`src/rtl/rotate_left_seq.sv`:
```
// Sequential rotate/shift-left unit: one step per cycle over CNT steps (ROL, SHL, RCL).
// Define ROTL_RCL_EN to build the rotate-through-carry datapath; otherwise MODE=10 runs as ROL.
module rotate_left_seq #(
  parameter int unsigned WIDTH = 16
) (
  input  logic             clk,
  input  logic             rst,
  input  logic             start,
  input  logic [WIDTH-1:0] A,
  input  logic [4:0]       CNT,
  input  logic [1:0]       MODE,
  input  logic             CIN,
  output logic [WIDTH-1:0] R,
  output logic             CF,
  output logic             OF,
  output logic             busy,
  output logic             done
);

  typedef enum logic [1:0] {StIdle, StRun, StDone} state_e;

  state_e           state_q, state_d;
  logic [WIDTH-1:0] r_q, r_d;
  logic             cf_q, cf_d;
  logic             of_q, of_d;
  logic [4:0]       cnt_q, cnt_d;
  logic [1:0]       mode_q, mode_d;
  logic             step_lsb;

  // Bit shifted into R[0]; ROL is the fallback for SHL-less and reserved encodings.
  always_comb begin
    step_lsb = r_q[WIDTH-1];
    if (mode_q == 2'b01) begin
      step_lsb = 1'b0;
    end
`ifdef ROTL_RCL_EN
    else if (mode_q == 2'b10) begin
      step_lsb = cf_q;
    end
`endif
  end

  always_comb begin
    state_d = state_q;
    r_d     = r_q;
    cf_d    = cf_q;
    of_d    = of_q;
    cnt_d   = cnt_q;
    mode_d  = mode_q;
    case (state_q)
      StIdle: begin
        if (start) begin
          r_d     = A;
          cf_d    = CIN;
          of_d    = 1'b0;
          mode_d  = MODE;
          cnt_d   = CNT;
          state_d = (CNT == 5'd0) ? StDone : StRun;
        end
      end
      StRun: begin
        r_d   = {r_q[WIDTH-2:0], step_lsb};
        cf_d  = r_q[WIDTH-1];
        cnt_d = cnt_q - 5'd1;
        if (cnt_q == 5'd1) begin
          // Overflow compares the post-step MSB with the post-step carry.
          of_d    = r_q[WIDTH-2] ^ r_q[WIDTH-1];
          state_d = StDone;
        end
      end
      StDone:  state_d = StIdle;
      default: state_d = StIdle;
    endcase
  end

  always_ff @(posedge clk) begin
    if (rst) begin
      state_q <= StIdle;
      r_q     <= '0;
      cf_q    <= 1'b0;
      of_q    <= 1'b0;
      cnt_q   <= 5'd0;
      mode_q  <= 2'b00;
    end else begin
      state_q <= state_d;
      r_q     <= r_d;
      cf_q    <= cf_d;
      of_q    <= of_d;
      cnt_q   <= cnt_d;
      mode_q  <= mode_d;
    end
  end

  assign R    = r_q;
  assign CF   = cf_q;
  assign OF   = of_q;
  assign busy = (state_q != StIdle);
  assign done = (state_q == StDone);

endmodule

```
`config.mk`:
```
export PLATFORM = sky130hd
export DESIGN_NAME = rotate_left_seq
export DESIGN_NICKNAME = d
export VERILOG_FILES = /design/src/rtl/rotate_left_seq.sv
export SDC_FILE = /design/constraint.sdc
export NUM_CORES = 1
export LEC_CHECK = 0
export CAP_MARGIN = 20
export CORE_MARGIN = 1.5
export CORE_UTILIZATION = 39
export DETAILED_ROUTE_END_ITERATION = 10
export HOLD_SLACK_MARGIN = 0.1
export PLACE_DENSITY_LB_ADDON = 0.08
export SKIP_CTS_REPAIR_TIMING = 1
export SYNTH_ARGS = -nofsm -noshare
export SYNTH_HDL_FRONTEND = slang
export SYNTH_SLANG_ARGS = --single-unit
```
`constraint.sdc`:
```
create_clock -name clk -period 1.32 [get_ports clk]
set_input_delay 0.264 -clock clk [delete_from_list [all_inputs] [get_ports clk]]
set_output_delay 0.264 -clock clk [all_outputs]
set_load 0.02 [all_outputs]
```
== Word level (Yosys, flattened, before mapping) ==
Index checks and enable logic that the tools add are counted.
W data, S select, Z words.
Storage, ports and cells
  output and inout bits: 20
  logic and storage cells: 36
  register bits after elaboration: 27
  input bits: 27
Operators by class
  multiplexer cells: 14
  equality and inequality tests: 6
  add/sub/neg operators: 1
  reduce and logical (&&, ||, !) cells: 8
  bitwise logic cells: 1
Operators with widths (number)
  $pmux W16 S2: 1
  $mux W16: 1
  $pmux W5 S2: 1
  $mux W2: 3
  $reduce_and A2 Y1: 3
  $eq A5 B1 Y1 const B: 1
  $logic_not A5 Y1: 1
  $mux W5: 1
  $sub A5 B1 Y5 const B: 1
  $eq A2 B1 Y1 const B: 2
  $mux W1: 4
  $ne A2 B2 Y1 const B: 2
  $pmux W1 S2: 2
  $pmux W2 S2: 1
  $reduce_bool A2 Y1: 2
  $reduce_and A3 Y1: 1
  $eq A2 B2 Y1 const B: 1
  $logic_not A2 Y1: 1
  $xor A1 B1 Y1: 1

== Logic depth before layout (Yosys ltp) ==
Gate-level depths: netlist of the first run.
  word-level depth: 4
  mapped depth: 5

== Worst setup path after synthesis of the first run ==
Ideal clock, no wire load.
  path kind: register to register
  start point: register state_q[1]
  end point: register cnt_q[3]
  path slack: -0.086 ns
  stages on the path, launching flop included: 5
  path buffers: 1
  data required time: 1.246 ns
  data arrival time: 1.331 ns
  library setup time: 0.074 ns
  cell sequence: dfxtp_1 buf_6 or3b_1 or4_1 a31oi_1
On the way
  cells in the longest elaborated chain, start to end: 3
Ends and longest elaborated chain
  start: declaration: line 22  | state_e state_q, state_d;
  start signal: assignment: line 78  | state_q <= StIdle;
  start signal: assignment: line 85  | state_q <= state_d;
  $eq A2 B1 Y1 or $logic_not A2 Y1 (tied branches): line 50  | case (state_q)
  $reduce_bool A2 Y1 (no source line) or $ne A2 B2 Y1 (tied branches)
  $reduce_and A2 Y1 (no source line)
  end signal: assignment: line 89  | cnt_q <= cnt_d;
  end: declaration: line 26  | logic [4:0] cnt_q, cnt_d;
Parallel ways exist; a longest one is shown, timed or not.
A chain may end at the register's enable or synchronous reset.

== Final worst setup path of the first run ==
Same ends and word-level chain as after synthesis.

==> out/qor.yml, run 1 <==
antenna_found_initial: 0
crit_arrival_ps: 1760
violations: "negative setup slack"
core_mm2: 0.00310
numPortBuffers: 46
drt-wirelength-per-cell_um: 16.9
layout-drive-gt1-share: 0.421
hold_violations: 0
synthDistinctLibCells: 38
cp_slowest_stage_delay_ps: 420
synth_common_cells: "nand2_1, dfxtp_1, a311oi_1, nor2_1, a21oi_1"
drt-total-wl_um: 4730
nNetsFinal: 265
cp_max_fo: 4
peakVddDrop_v: 0.000636
vias: 1512
start_util: 0.419
critical_path_class: "reg2reg"
min_period_ps: 1540
yosys.cell_count.top_type: "nand2_1"
yosys.area_share.simple: 0.251
cts_inserted_buffers: 3
worst_ep_required_time_ps: 1550
clockRootBuffer: "clkbuf_4"
die_h_um: 60.7
slew_violations: 0
drv_cap: 0
dpl.hpwl_um: 2720
whs_ps: 457
final_antenna_net_count: 0
start_kind: "flop"
fp-row-count: 20
min_from: "MODE[1]"
io-pin-count: 47
drt-pass1-iter-count: 4
final_cells: 279
yosys.area_share.adder: 0.0193
cp_num_buf_inv: 1
track_usage: 0.219
synth_compound_area_frac: 0.238
cts_tree: "yes"
grt_setup_unrepaired: "true"
synth_cells: 160
syn-cell-area_mm2: 0.00130
clk_latency_ps: 340
yosysWarningCount: 0
hold_class: "in2reg"
synth-edff-count: 0
synthMuxAreaShare: 0.00771
syn_avg_cell_area_um2: 8.12
grt-ovfl-total: 0
dp_slack_ps: -392
clock.fmax_ghz: 0.650
synth_top_cell_by_area: "dfxtp_1"
die-area_mm2: 0.00369
drt_iter0_drc: 68
fin_total_pwr_mw: 2.43
dp_cells: 263
skew_ps: 5.69
setup.worst_path.end_class: "flop"
fin_tns_setup_ps: -1600
setup_viol: 22
power_density_mw_per_mm2: 996
syn_to_final_growth_pct: 88.2
path_clk_slew_ps: 160
crit_start: "state_q[1]"
first_global_vias: 1341
n_antenna_cell: 0
clock-sinks: 27
grt_max_degree: 21
synth-xor-area-share: 0.00674
place_area_mm2: 0.00199
vias_per_cell: 5.42
htreeDepth: 1
netlist.area_leader.share: 0.416
syn_nets: 189
synth_ff_type: "dfxtp_1"
slew_headroom: 0.691
yosys-top-cells-area: "dfxtp_1, nand2_1, a311oi_1"
outcome: "complete, but fails checks"
fin_util: 0.788
setup_slack_ps: -218
cp_cell_sequence: "buf_6, or3b_4, o311ai_0, a31oi_1"
grt_pass1_wl_um: 6070
reg2reg_from: "state_q[1]"
drc_errors: 0
slowest_stage: "o311ai_0"
tightest_slew_ps: 458
critPathTopFamily: "compound AO/OA/AOI/OAI gates"
ys_async_sr_fraction: 0
yosys_register_bits: 27
fin_crit_sh: 1.17
cts_max_path_buffers: 2
fin_area_mm2: 0.00244
die_w_um: 60.7
seq_area_frac_synth: 0.416
leakage_nw: 1.14
gp_congestion: 0.822
synth_top_family_by_area: "simple AND/OR/NAND/NOR gates"
cell usage in the layout (no fill, tap or decap), drive strengths merged, types with 2 or more instances in the layout:
cell type / instances
a311oi: 14
inv: 5
or3b: 2
o21ai: 3
a22oi: 2
o211ai: 2
or4: 2
nand2: 38
dfxtp: 27
a21oi: 10
o21bai: 2
nand2b: 3
nor2: 14
clkbuf: 13
a211oi: 2
dlymetal6s2s: 13
buf: 36
clkdlybuf4s50: 26
ha: 2
nor2b: 2
final cells by class:
class,instances,area [um^2]
sequential,27,546
tap,44,55.1
fill,218,658
clock buffer,4,26.3
inverter,5,18.8
timing repair buffer,84,881
multi-input combinational,115,918
worst paths after layout:
path / to / slack, ps / depth (start not counted)
min: mode_q[1] / 460 / 3
max: cnt_q[3] / -220 / 4
min reg2reg: mode_q[1] / 470 / 2
max reg2reg: cnt_q[3] / -220 / 4
metal layers:
metal | global-route usage | wire (um) | vias up
li1 | - | - | 724
met1 | 0.285 | 2010 | 732
met2 | 0.356 | 2380 | 49
met3 | 0.0362 | 271 | 7
met4 | 0.0963 | 68 | 0
met5 | 0 | 0 | -
cell families after synthesis:
group                    count (synthesis)
AO/OA/AOI/OAI                           42
XOR/XNOR                                 1
adder cells (fa/ha/maj)                  2
buffers and inverters                   18
flip-flops                              27
multiplexers                             1
AND/OR/NAND/NOR                         69
registers in the layout, summed over array words and instances, names as in the netlist:
signal   flops
mode_q       2
OF           1
cnt_q        5
R           16
state_q      2
CF           1
report_power, final:
| group | internal [mW] | switching, mW | total [mW] |
|---|---|---|---|
| combinational | 0.560 | 0.495 | 1.06 |
| sequential | 0.906 | 0.0864 | 0.992 |
| clock | 0.119 | 0.267 | 0.386 |
worst min-delay path: stages:
cell and delay [ps]:
clkdlybuf4s50_1 390, nand2_1 60, a21oi_1 50
Power figures use the tool's default switching activity.
==> run 2: changes to the inputs <==
--- a/config.mk
+++ b/config.mk
@@ -9,6 +9,7 @@
 export CORE_MARGIN = 1.5
 export CORE_UTILIZATION = 39
 export DETAILED_ROUTE_END_ITERATION = 10
+export GPL_TIMING_DRIVEN = 0
 export HOLD_SLACK_MARGIN = 0.1
 export PLACE_DENSITY_LB_ADDON = 0.08
 export SKIP_CTS_REPAIR_TIMING = 1
==> out/qor.yml, run 2 (synthesis results as in run 1) <==
antenna_found_initial: 0  # unchanged
start_kind: "flop"
hold_violations: 0  # unchanged
leakage_nw: 1.04  # -8.1%
fin_util: 0.676  # -0.112
setup.worst_path.end_class: "output pin"
grt_setup_unrepaired: "true"
hold_class: "in2reg"
fin_tns_setup_ps: -644  # +954 ps
fin_crit_sh: 1.15  # -0.0123
clock-sinks: 27  # unchanged
vias: 1409  # -6.8%
fp-row-count: 20  # unchanged
dp_cells: 249  # -5.3%
drt_iter0_drc: 90  # +32%
final_cells: 259  # -7.2%
slew_headroom: 0.577  # -0.114
io-pin-count: 47  # unchanged
drt-wirelength-per-cell_um: 14.8  # -13%
die_h_um: 60.7  # unchanged
final_cell_mix: "nand2_1, clkdlybuf4s50_1, dfxtp_1"
first_global_vias: 1233  # -8.1%
nNetsFinal: 245  # -7.5%
clock.fmax_ghz: 0.657  # +1.1%
largest_reg_flops: 16  # unchanged
path_clk_slew_ps: 160  # about the same
drc_errors: 0  # unchanged
setup_slack_ps: -202  # +16.2 ps
grt-ovfl-total: 0  # unchanged
start_util: 0.419  # unchanged
tightest_slew_ps: 635  # +176 ps
core_mm2: 0.00310  # unchanged
critical_path_class: "reg2out"
grt_pass1_wl_um: 5540  # -8.8%
n_antenna_cell: 0  # unchanged
clockRootBuffer: "clkbuf_4"
gp_congestion: 0.820  # -0.21%
layout-drive-gt1-share: 0.223  # -0.198
setup_viol: 8  # -64%
final_antenna_net_count: 0  # unchanged
cts_tree: "yes"
cts_inserted_buffers: 3  # unchanged
final.fill_count: 269  # +23%
drv_cap: 0  # unchanged
whs_ps: 299  # -159 ps
htreeDepth: 1  # unchanged
cp_max_fo: 10  # +6
syn_to_final_growth_pct: 61.5
track_usage: 0.199  # -0.0195
outcome: "complete, but fails checks"
final_common_cell: "nand2_1"
clk_latency_ps: 330  # about the same
slew_violations: 0  # unchanged
skew_ps: 9.87  # +4.18 ps
die_w_um: 60.7  # unchanged
min_period_ps: 1520  # -16.2 ps
vias_per_cell: 5.44  # +0.38%
peakVddDrop_v: 0.000481  # -24%
drt-pass1-iter-count: 4  # unchanged
numPortBuffers: 45  # -2.2%
crit_arrival_ps: 1260  # -500 ps
worst_ep_required_time_ps: 1060  # -490 ps
dpl.hpwl_um: 2600  # -4.5%
drt-total-wl_um: 3820  # -19%
die-area_mm2: 0.00369  # unchanged
grt_max_degree: 17  # -19%
violations: "negative setup slack"
dp_slack_ps: -573  # -181 ps
cts_max_path_buffers: 2  # unchanged
power_density_mw_per_mm2: 1020  # +2.9%
-- run 2: cell count changes in the layout (fill, tap and decap cells not counted), moves of 3 or more --
cell            before  now
nor2_2               8    0
clkbuf_2             6    1
clkbuf_16            3    0
buf_4               22    7
dlymetal6s2s_1      13   19
nor2_1               0   14
nor2_4               6    0
buf_6               10    7
-- run 2: critical path, cell delays in order (launching register included) --
cell      delay (ps)
dfxtp_2          370
buf_6            140
or2_2            260
clkbuf_2         150
-- run 2: layer usage --
metal  vias up  GRT usage  routed length [um]
met5         -          0                   0
li1        683          -                   -
met3         2     0.0405                 234
met2        52      0.320                1750
met1       672      0.276                1810
met4         0     0.0497                  19
-- run 2: area by class of cell --
type / count / area (um^2) / share of cell area
Buffer: 12 / 101 / 0.0483
Clock buffer: 3 / 22.5 / 0.0107
Tap cell: 44 / 55.1 / 0.0263
Clock inverter: 1 / 7.51 / 0.00358
Sequential cell: 27 / 551 / 0.263
Inverter: 5 / 18.8 / 0.00895
Timing Repair Buffer: 52 / 557 / 0.266
Multi-Input combinational cell: 115 / 785 / 0.374
-- run 2: stage by stage --
step,instance area (um^2),power (mW)
final,2100,2.15
after CTS,1850,2.02
after floorplan,1310,1.36
after global placement,1820,1.64
after detailed placement,1820,1.65
after global routing,2100,2.25
-- run 2: worst paths after layout --
kind | from | cells after the start | slack (ps) | end
hold / removal | rst | 2 | 300 | R[3]
setup reg to reg | state_q[1] | 4 | -140 | cnt_q[3]
setup / recovery | state_q[0] | 3 | -200 | busy
hold reg to reg | CF | 2 | 470 | CF
-- run 2: where the power goes --
part           leakage, nW  internal (mW)  total [mW]  switching [mW]
Sequential           0.226          0.908       0.984          0.0768
Combinational        0.804          0.392       0.782           0.390
Clock               0.0139          0.116       0.382           0.266
Total                 1.04           1.42        2.15           0.732
==> run 3: changes to the inputs <==
--- a/config.mk
+++ b/config.mk
@@ -8,6 +8,7 @@
 export CAP_MARGIN = 20
 export CORE_MARGIN = 1.5
 export CORE_UTILIZATION = 39
+export CTS_BUF_LIST = sky130_fd_sc_hd__clkbuf_8 sky130_fd_sc_hd__clkbuf_16
 export DETAILED_ROUTE_END_ITERATION = 10
 export GPL_TIMING_DRIVEN = 0
 export HOLD_SLACK_MARGIN = 0.1
==> out/qor.yml, run 3 (synthesis results as in run 1) <==
outcome: "complete, but fails checks"
violations: "negative setup slack"
grt-ovfl-total: 0  # unchanged
track_usage: 0.201  # +0.00176
min_from: "rst"
worst-r2r-cell-count: 4  # unchanged
htreeDepth: 1  # unchanged
syn_to_final_growth_pct: 71.9
clockRootBuffer: "clkbuf_8"
grt_max_degree: 17  # unchanged
core_mm2: 0.00310  # unchanged
critical_path_class: "reg2reg"
worst_hold_path.endpoint: "R[3]"
clock.fmax_ghz: 0.675  # +2.7%
min_period_ps: 1480  # -39.8 ps
setup_viol: 7  # -1
drt_iter0_drc: 81  # -10%
setup.worst_path.end_class: "flop"
n_antenna_cell: 0  # unchanged
antenna_found_initial: 0  # unchanged
drc_errors: 0  # unchanged
final_cell_mix: "nand2_1, clkdlybuf4s50_1, dfxtp_1"
start_util: 0.419  # unchanged
final_antenna_net_count: 0  # unchanged
fin_tns_setup_ps: -539  # +104 ps
start_kind: "flop"
drv_cap: 0  # unchanged
slowest_stage: "or3b_4"
peakVddDrop_v: 0.000580  # +21%
grt_pass1_wl_um: 5550  # +0.25%
final_common_cell: "nand2_1"
io-pin-count: 47  # unchanged
die_w_um: 60.7  # unchanged
cts_max_path_buffers: 2  # unchanged
clock-sinks: 27  # unchanged
drt-wirelength-per-cell_um: 16.1  # +8.9%
grt_setup_unrepaired: "true"
hold_class: "in2reg"
holdPathStages: 2  # unchanged
fin_area_mm2: 0.00223  # +6.4%
cts_inserted_buffers: 3  # unchanged
die-area_mm2: 0.00369  # unchanged
power_density_mw_per_mm2: 1050  # +2.6%
fp-row-count: 20  # unchanged
gp_congestion: 0.820  # unchanged
fin_total_pwr_mw: 2.35  # +9.2%
vias_per_cell: 5.49  # +0.92%
clk_latency_ps: 280  # -50 ps
slew_violations: 0  # unchanged
nNetsFinal: 247  # +0.82%
leakage_nw: 1.09  # +4.4%
reg2reg_from: "state_q[1]"
r2r_slack_ps: -160  # -20 ps
numPortBuffers: 45  # unchanged
cp_max_fo: 10  # unchanged
fin_crit_sh: 1.12  # -0.0301
vias: 1433  # +1.7%
place_area_mm2: 0.00182  # unchanged
cts_tree: "yes"
worstReg2RegEnd: "cnt_q[3]"
first_global_vias: 1230  # -0.24%
path_clk_slew_ps: 100  # -60 ps
drt-pass1-iter-count: 4  # unchanged
tightest_slew_ps: 739  # +105 ps
crit_start: "state_q[1]"
cp_slowest_stage_delay_ps: 390  # +20 ps
skew_ps: 6.37  # -3.50 ps
layout-drive-gt1-share: 0.281  # +0.0579
worst_ep_required_time_ps: 1460  # +400 ps
die_h_um: 60.7  # unchanged
critPathTopFamily: "compound AO/OA/AOI/OAI gates"
largest_reg_flops: 16  # unchanged
setup_slack_ps: -162  # +39.8 ps
dpl.hpwl_um: 2600  # unchanged
cp_cell_sequence: "buf_6, or3b_4, o311ai_0, a31oi_1"
cp_num_buf_inv: 1  # -1
fin_util: 0.719  # +0.0435
drt-total-wl_um: 4200  # +9.8%
hold_violations: 0  # unchanged
slew_headroom: 0.507  # -0.0697
crit_arrival_ps: 1630  # +370 ps
-- run 3: worst max-delay path by stage --
stage                to  slack, ps  cells past startpoint
3_5_place_dp   cnt_q[3]       -570                      5
2_1_floorplan  cnt_q[3]        -30                      4
4_1_cts            busy       -560                      3
5_1_grt        cnt_q[3]       -180                      4
6_report       cnt_q[3]       -160                      4
3_3_place_gp   cnt_q[3]       -550                      5
-- run 3: area by class of cell --
class	count	area (um^2)
sequential	27	551
clock buffer	3	41.3
inverter	5	18.8
timing repair buffer	54	584
clock inverter	1	7.51
tap	44	55.1
multi-input combinational	115	862
fill	242	871
buffer	12	113
-- run 3: power by group --
| group | leakage, nW | switching [mW] | internal (mW) |
|---|---|---|---|
| Sequential | 0.225 | 0.0827 | 0.905 |
| Combinational | 0.842 | 0.429 | 0.441 |
| Clock | 0.0217 | 0.273 | 0.214 |
| Total | 1.09 | 0.785 | 1.56 |
-- run 3: routing by layer --
metal,vias to the layer above,track usage,part of all wire
li1,692,-,-
met1,692,0.279,0.47
met2,45,0.318,0.48
met3,4,0.0405,0.044
met4,0,0.0590,0.0069
met5,-,0,0
-- run 3: metrics by stage --
stage | hold slack (ps) | worst slack, ps | std cells
after floorplan | 400 | -29.6 | 160
after global placement | 439 | -554 | 249
after detailed placement | 454 | -573 | 249
after CTS | 348 | -557 | 253
after global routing | 402 | -182 | 261
final | 389 | -162 | 261
